[config.mk]
export PLATFORM = sky130hd
export DESIGN_NAME = dsi_packet_sequencer
export DESIGN_NICKNAME = d
export VERILOG_FILES = /design/src/rtl/dsi_packet_sequencer.sv
export SDC_FILE = /design/constraint.sdc
export NUM_CORES = 1
export LEC_CHECK = 0
export CORE_UTILIZATION = 35
export CTS_CLUSTER_DIAMETER = 50
export DETAILED_ROUTE_END_ITERATION = 6
export PLACE_DENSITY = 0.57
export SETUP_SLACK_MARGIN = 0.5
export SKIP_LAST_GASP = 1
export SYNTH_ARGS = -nofsm -noshare
export SYNTH_HDL_FRONTEND = slang
export SYNTH_SLANG_ARGS = --single-unit
[constraint.sdc]
create_clock -name clk_i -period 3.5 [get_ports clk_i]
set_input_delay 0.7 -clock clk_i [delete_from_list [all_inputs] [get_ports clk_i]]
set_output_delay 0.7 -clock clk_i [all_outputs]
set_load 0.01 [all_outputs]
[src/rtl/dsi_packet_sequencer.sv]
// DSI packet sequencer: arbitrates two requesters and streams header, ECC,
// payload and CRC-16 bytes into the packer's d-side port.
module dsi_packet_sequencer #(
  parameter int g_num_req = 2,
  parameter int g_bytes   = 3
) (
  input  logic                     clk_i,
  input  logic                     rst_n_i,
  input  logic [g_num_req-1:0]     req_i,
  input  logic [25*g_num_req-1:0]  hdr_i,
  output logic [g_num_req-1:0]     gnt_o,
  output logic [g_num_req-1:0]     done_o,
  output logic                     pl_sel_o,
  input  logic [8*g_bytes-1:0]     pl_d_i,
  input  logic [3:0]               pl_size_i,
  input  logic                     pl_valid_i,
  output logic                     pl_rdy_o,
  output logic [8*g_bytes-1:0]     pk_d_o,
  output logic [3:0]               pk_size_o,
  output logic                     pk_valid_o,
  input  logic                     pk_req_i,
  output logic                     busy_o,
  output logic                     err_o
);

  localparam logic [2:0] S_IDLE = 3'd0;
  localparam logic [2:0] S_HDR  = 3'd1;
  localparam logic [2:0] S_ECC  = 3'd2;
  localparam logic [2:0] S_PAY  = 3'd3;
  localparam logic [2:0] S_CRC  = 3'd4;
  localparam logic [2:0] S_DONE = 3'd5;

  // Parity-bit coverage masks over the 24-bit header {wc_msb, wc_lsb, DI}
  localparam logic [23:0] ECC_M0 = 24'hF12CB7;
  localparam logic [23:0] ECC_M1 = 24'hF2555B;
  localparam logic [23:0] ECC_M2 = 24'h749A6D;
  localparam logic [23:0] ECC_M3 = 24'hB8E38E;
  localparam logic [23:0] ECC_M4 = 24'hDF03F0;
  localparam logic [23:0] ECC_M5 = 24'hEFFC00;

  logic [2:0]  state;
  logic [24:0] hdr;
  logic        last;
  logic        grant_idx;
  logic [15:0] crc;
  logic [15:0] cnt;
  logic [15:0] pl_size_ext;
  logic        overrun;

  function automatic logic [7:0] ecc_calc(input logic [23:0] d);
    return {2'b00, ^(d & ECC_M5), ^(d & ECC_M4), ^(d & ECC_M3),
            ^(d & ECC_M2), ^(d & ECC_M1), ^(d & ECC_M0)};
  endfunction

  function automatic logic [15:0] crc_byte(input logic [15:0] c, input logic [7:0] b);
    logic [15:0] r;
    r = c ^ {8'h00, b};
    for (int k = 0; k < 8; k++)
      r = r[0] ? ((r >> 1) ^ 16'h8408) : (r >> 1);
    return r;
  endfunction

  // Earliest byte sits in the most significant valid lane, so walk downwards
  function automatic logic [15:0] crc_word(input logic [15:0] c,
                                           input logic [8*g_bytes-1:0] d,
                                           input logic [3:0] size);
    logic [15:0] r;
    r = c;
    for (int i = g_bytes - 1; i >= 0; i--)
      if (i < int'(size)) r = crc_byte(r, d[8*i +: 8]);
    return r;
  endfunction

  assign grant_idx   = last ? ~req_i[0] : req_i[1];
  assign pl_size_ext = {12'h000, pl_size_i};
  assign overrun     = pl_size_ext > cnt;
  assign busy_o      = (state != S_IDLE);
  assign done_o      = (state == S_DONE) ? gnt_o : '0;

  always_comb begin
    pk_d_o     = '0;
    pk_size_o  = 4'd0;
    pk_valid_o = 1'b0;
    pl_rdy_o   = 1'b0;
    err_o      = 1'b0;
    case (state)
      S_HDR: begin
        pk_d_o     = {hdr[23:16], hdr[7:0], hdr[15:8]};
        pk_size_o  = 4'd3;
        pk_valid_o = pk_req_i;
      end
      S_ECC: begin
        pk_d_o[7:0] = ecc_calc({hdr[15:8], hdr[7:0], hdr[23:16]});
        pk_size_o   = 4'd1;
        pk_valid_o  = pk_req_i;
      end
      S_PAY: begin
        pk_d_o     = pl_d_i;
        pk_size_o  = pl_size_i;
        pk_valid_o = pk_req_i & pl_valid_i;
        pl_rdy_o   = pk_req_i & pl_valid_i;
        err_o      = pk_req_i & pl_valid_i & overrun;
      end
      S_CRC: begin
        pk_d_o[15:0] = {crc[7:0], crc[15:8]};
        pk_size_o    = 4'd2;
        pk_valid_o   = pk_req_i;
      end
      default: ;
    endcase
  end

  always_ff @(posedge clk_i) begin
    if (state == S_IDLE && |req_i)
      hdr <= grant_idx ? hdr_i[25 +: 25] : hdr_i[0 +: 25];
  end

  always_ff @(posedge clk_i or negedge rst_n_i) begin
    if (!rst_n_i) begin
      state    <= S_IDLE;
      gnt_o    <= '0;
      pl_sel_o <= 1'b0;
      last     <= 1'b1;
      crc      <= 16'hFFFF;
      cnt      <= 16'h0000;
    end else begin
      case (state)
        S_IDLE: begin
          crc <= 16'hFFFF;
          if (|req_i) begin
            gnt_o    <= grant_idx ? 2'b10 : 2'b01;
            pl_sel_o <= grant_idx;
            last     <= grant_idx;
            state    <= S_HDR;
          end
        end
        S_HDR: if (pk_req_i) state <= S_ECC;
        S_ECC: begin
          if (pk_req_i) begin
            if (hdr[24]) begin
              cnt   <= hdr[15:0];
              state <= (hdr[15:0] == 16'h0000) ? S_CRC : S_PAY;
            end else begin
              state <= S_DONE;
            end
          end
        end
        S_PAY: begin
          if (pk_valid_o) begin
            crc <= crc_word(crc, pl_d_i, pl_size_i);
            if (overrun) begin
              cnt   <= 16'h0000;
              state <= S_CRC;
            end else begin
              cnt <= cnt - pl_size_ext;
              if (cnt == pl_size_ext) state <= S_CRC;
            end
          end
        end
        S_CRC: if (pk_req_i) state <= S_DONE;
        S_DONE: begin
          gnt_o <= '0;
          state <= S_IDLE;
        end
        default: state <= S_IDLE;
      endcase
    end
  end

endmodule

After elaboration in Yosys (flattened, before gate mapping):

Cells that the tools add are included.

* bits in registers: 64
* bits of input ports: 84
* output and inout bits: 37
* logic and storage cells: 136

* add/subtract/negate cells: 1
* $lt $le $gt $ge: 4
* equal/unequal tests: 13
* muxes and demuxes: 61
* bitwise logic cells: 30
* reduce and logical (&&, ||, !) cells: 20

Operator list (count)
* two-way mux 16 bit: 36
* parity 24 bit: 6
* inverter 2 -> 3 bit: 24
* one-hot mux 16 bit (2 select lines): 2
* bitwise XOR 16 x 8 -> 16 bit: 3
* one-hot mux 8 bit (4 select lines): 1
* two-way mux 3 bit: 9
* two-way mux 25 bit: 1
* one-hot mux 8 bit (3 select lines): 1
* == test 16 x 4 -> 1 bit: 1
* > comparator 4 x 16 -> 1 bit: 1
* logical NOT 16 bit: 1
* one-hot mux 4 bit (4 select lines): 1
* one-hot mux 8 bit (2 select lines): 1
* subtractor 16 x 4 -> 16 bit: 1
* one-hot mux 3 bit (5 select lines): 1
* inequality test 2 bit, second input constant: 5
* less-than comparator 1 x 4 -> 1 bit, first input constant: 2
* == test 3 x 2 -> 1 bit, second input constant: 2
* == test 3 bit, second input constant: 2
* two-way mux 2 bit: 3
* AND reduction 2 bit: 3
* AND reduction 6 bit: 1
* nonzero test 2 bit: 3
* 15 further kinds: 18

Logic depth before layout (Yosys ltp):

* depth after elaboration: 60
* mapped depth: 13
* mapped depth without buffers: 12

Worst setup path after synthesis:

Ideal clock, no wire load.

* kind: input -> register
* from: input port pl_d_i[23]
* to: register crc[10]
* arrival time: 3.101 ns
* required time: 3.427 ns
* path slack: 0.326 ns
* stages on the path: 9
* buffers on the path: 0
* cell sequence: xnor2_1 > xnor3_2 > xnor3_1 > mux2i_1 > a21o_2 > a31oi_4 > xnor3_2 > xor2_1 > a21oi_1

* longest elaborated chain between the ends: 39
* elaborated cells on any way between the ends: 41

Ends and longest elaborated chain
* start: declaration: line 14 `input logic [8*g_bytes-1:0] pl_d_i,`
* bitwise XOR 16 x 8 -> 16 bit *: line 57 `r = c ^ {8'h00, b};`
* two-way mux 16 bit * (3 in series): line 59 `r = r[0] ? ((r >> 1) ^ 16'h8408) : (r >> 1);`
* inverter 2 -> 3 bit (no source line)
* two-way mux 16 bit * (5 in series): line 59
* two-way mux 16 bit *: line 70 `if (i < int'(size)) r = crc_byte(r, d[8*i +: 8]);`
* two-way mux 16 bit *: line 149 `if (pk_valid_o) begin`
* two-way mux 16 bit *: line 127 `case (state)`
* bitwise XOR 16 x 8 -> 16 bit: line 57
* [... 13 more ...]
* two-way mux 16 bit (3 in series): line 59
* two-way mux 16 bit or inverter 2 -> 3 bit (tied branches)
* two-way mux 16 bit (3 in series): line 59
* inverter 2 -> 3 bit (no source line) or two-way mux 16 bit (tied branches)
* two-way mux 16 bit: line 59
* two-way mux 16 bit *: line 70
* two-way mux 16 bit *: line 149
* one-hot mux 16 bit (2 select lines) *: line 127
* end signal: assignment: line 150 `crc <= crc_word(crc, pl_d_i, pl_size_i);`
* end: declaration: line 45 `logic [15:0] crc;`

Mark *: on every way between the ends. The rest lies on a longest branch, timed or not. The select of a mux whose other input is x is not followed.
A chain may end at the register's enable or synchronous reset.

Final worst setup path:

* from: input port pl_d_i[6]
* to: output port pk_d_o[6]

* longest elaborated chain between the ends: 1

Ends and longest elaborated chain
* one-hot mux 8 bit (4 select lines): line 86 `case (state)`
* end: declaration: line 18 `output logic [8*g_bytes-1:0] pk_d_o,`

No other way between the ends.

==> metrics <==
arrival time worst endpoint=2280 ps; crit end category=output port; top cell type's share of synthesized area=13.4%; pre-CTS setup slack=-182 ps; Critical Path, Cell by Cell=clkdlybuf4s50_1 > mux2i_1 > o21ai_0 > clkdlybuf4s50_1; library cells used by synthesis=62; post-layout util=52.2%; Final Worst Setup Slack=519 ps; unrepaired setup endpoints after global routing=true; total grt overflow=0; part of the Yosys area used for sequential elements=29.7%; Worst VDD drop=0.000445 V; Hold Vio Cnt, Final=0; synthesized-area fraction occupied by adder cells=2.89%; Final min period=2980 ps; Yosys top cell by area=xnor2_1; Synth Area in Simple Gates=19.4%; Longest Clk Path Bufs=2; Root Driver=clkbuf_16; static leakage=3.73 nW; Slew @ Worst Pin=1070 ps; status=finished clean; setup TNS=0 ps; count of nets after finishing=995; Design Power=10.5 mW; compound-cell area share of the yosys netlist=14.9%; DR vias=5689; kind of critical path=in -> out; Core Rows=47; fmax=335 MHz; Post-synth ARST share=60.9%; Pre-antenna DRT Iters=5; Synth Instances=710; Slew headroom=28.9%; largest net degree at the start of global routing=40; # setup viols final=0; worst min path class=reg -> reg; register bit total from synthesis=64; Ports=121; Initial Util=35.6%; Port Buf Inserts=120; Final Max Tran Viols=0; Final HPWL DP=15200 um; Placeable Area=0.0165 mm2; WL final=19800 um; largest family of logic cells by synthesized area=XOR/XNOR gates; Final ANT Viol Nets=0; crit path max-delay cell type=clkdlybuf4s50_1; P&R area growth vs syn=46.6%; Worst Path Required=2800 ps; YS warnings=0; RePlAce Congestion=0.952; die height=132 um; H-Tree Level Count=3; Die W=132 um; drt initial violations=452; Post-synth EDFFs=25; synth top area cells=xnor2_1 13%, edfxtp_1 13%, dfrtp_1 9.4%; first-pass GRT wire length=30600 um; Clock Pin Slew Worst Setup and Hold Paths=50 ps; initial antenna violation count=0; RR Startpoint=crc[11]$_DFFE_PN1P_; CP startpoint kind=primary input; average vias per placed instance=5.07; CP Max Fanout=2; xor/xnor share of the synthesized area=22.7%; die area=0.0173 mm2; Worst Setup SP=pl_d_i[6]; Top FF cell, synth=edfxtp_1; Worst path max stage delay=610 ps; max cap viols=0; DR DRC count=0; Syn Nets=807; ratio of cells with drive above 1 in the final layout=23.6%; synthesized area=0.00588 mm2; hold_sp=cnt[9]$_DFFE_PN0P_; syn avg cell area=8.29 um2; crit share post-route=85.2%; total CTS buffers=9; vias in the first global route=5622; CTS tree=done; Antenna diodes=0; Pwr Density=1220 mW/mm2; post-synthesis mux area share=6.04%; GR Util All Layers=23.0%; worst clock skew=7.55 ps; clock sinks=64; clk_lat worst skew=330 ps; WL/cell=17.6 um; crit-path most repeated cell=clkdlybuf4s50_1
-- path summary, 6_finish.rpt --
| path | end | slack (ps) | cells past startpoint |
|---|---|---|---|
| setup / recovery | pk_d_o[6] | 520 | 4 |
| hold / removal | cnt[9]$_DFFE_PN0P_ | 510 | 2 |
| setup reg to reg | crc[9]$_DFFE_PN1P_ | 640 | 10 |
| hold reg to reg | cnt[9]$_DFFE_PN0P_ | 510 | 2 |
| max in group asynchronous | state[0]$_DFFE_PN0P_ | 2270 | 1 |
| min in group asynchronous | cnt[7]$_DFFE_PN0P_ | 520 | 1 |
-- where the power goes --
group | total, mW | internal (mW) | switching [mW]
clock | 0.950 | 0.621 | 0.329
sequential | 1.60 | 1.20 | 0.399
combinational | 7.96 | 4.19 | 3.77
-- flip-flops by register name (all words and copies together), names as in the netlist --
signal    flops
hdr          25
pl_sel_o      1
state         3
gnt_o         2
crc          16
last          1
cnt          16
-- through the flow --
step / cell area [um2] / hold slack (ps) / std cells
after floorplan: 5890 / 404 / 710
after global placement: 7760 / 492 / 1081
after detailed placement: 7760 / 500 / 1081
after CTS: 8390 / 512 / 1115
after global routing: 8620 / 544 / 1123
final: 8620 / 513 / 1123
-- cells in the final DEF, fill, tap and decap left out, types with 5 or more instances in the layout --
cell type / instances
a21o_1: 6
a21oi_1: 39
a22oi_1: 11
buf_2: 5
buf_4: 94
clkbuf_16: 9
clkbuf_2: 5
clkdlybuf4s50_1: 98
dfrtp_1: 19
dfstp_2: 17
dlygate4sd2_1: 5
dlymetal6s2s_1: 6
edfxtp_1: 25
ha_1: 5
ha_4: 7
inv_1: 22
mux2i_1: 30
nand2_1: 115
nand3_1: 7
nand4_1: 5
nor2_1: 73
nor2b_1: 6
nor3_1: 20
o21ai_0: 54
xnor2_1: 69
xnor2_2: 20
xnor3_1: 10
xor2_1: 19
-- metal layers --
metal / track usage, % / routed length [um] / vias to the layer above
li1: - / - / 2796
met1: 29.6 / 8640 / 2592
met2: 36.6 / 8980 / 251
met3: 4.75 / 1310 / 50
met4: 11.3 / 842 / 0
met5: 0 / 0 / -
-- repair_timing --
| action | CTS | global route |
|---|---|---|
| gates resized for setup | 67 | 45 |
| hold buffers | 0 | 0 |
| pin swaps | 33 | 27 |
| setup endpoints to repair | 42 | 38 |
| buffers inserted | 18 | 8 |
-- area by class of cell --
cell class                 instances  area, um2
inverter                          26       97.6
tap                              220        275
multi-input combinational        578       4260
fill                            1512       7900
clock inverter                     6       82.6
clock buffer                      10        229
timing repair buffer             219       1930
sequential                        64       1750
-- Yosys cell counts (2+ instances only) --
master,number
xnor3_2,2
xor2_1,22
a32oi_1,2
buf_1,3
dfrtp_1,22
xnor3_1,10
nor2_1,77
a21oi_1,42
inv_1,26
nand3_1,7
o21ai_1,2
mux2_2,2
nor3b_1,2
nor3_1,22
nor4_1,3
xnor2_2,2
clkbuf_1,34
xor3_1,2
a31oi_1,2
o22ai_1,3
a21o_1,6
dfstp_2,17
nand2b_1,2
ha_1,12
a221o_1,4
edfxtp_1,25
mux2i_1,31
nand2_1,115
buf_2,5
or2_2,4
nand4_1,5
and2_1,2
nor2b_1,6
xnor2_1,90
a22oi_1,11
and4_1,2
o21ai_0,58
and3_1,4
-- critical path: cells and delay by family --
kind / cells / cell delay (ps)
buffers and inverters: 2 / 1200
AO/OA/AOI/OAI: 1 / 270
multiplexers: 1 / 110
-- kinds of logic after synthesis --
family / Yosys count
xor gates and xnor gates: 128
buffers and inverters: 68
and+or+nand+nor: 258
muxes: 34
DFF: 64
AOI/OAI and AO/OA: 145
adders and majority gates: 13
(Power assumes the default switching activity.)
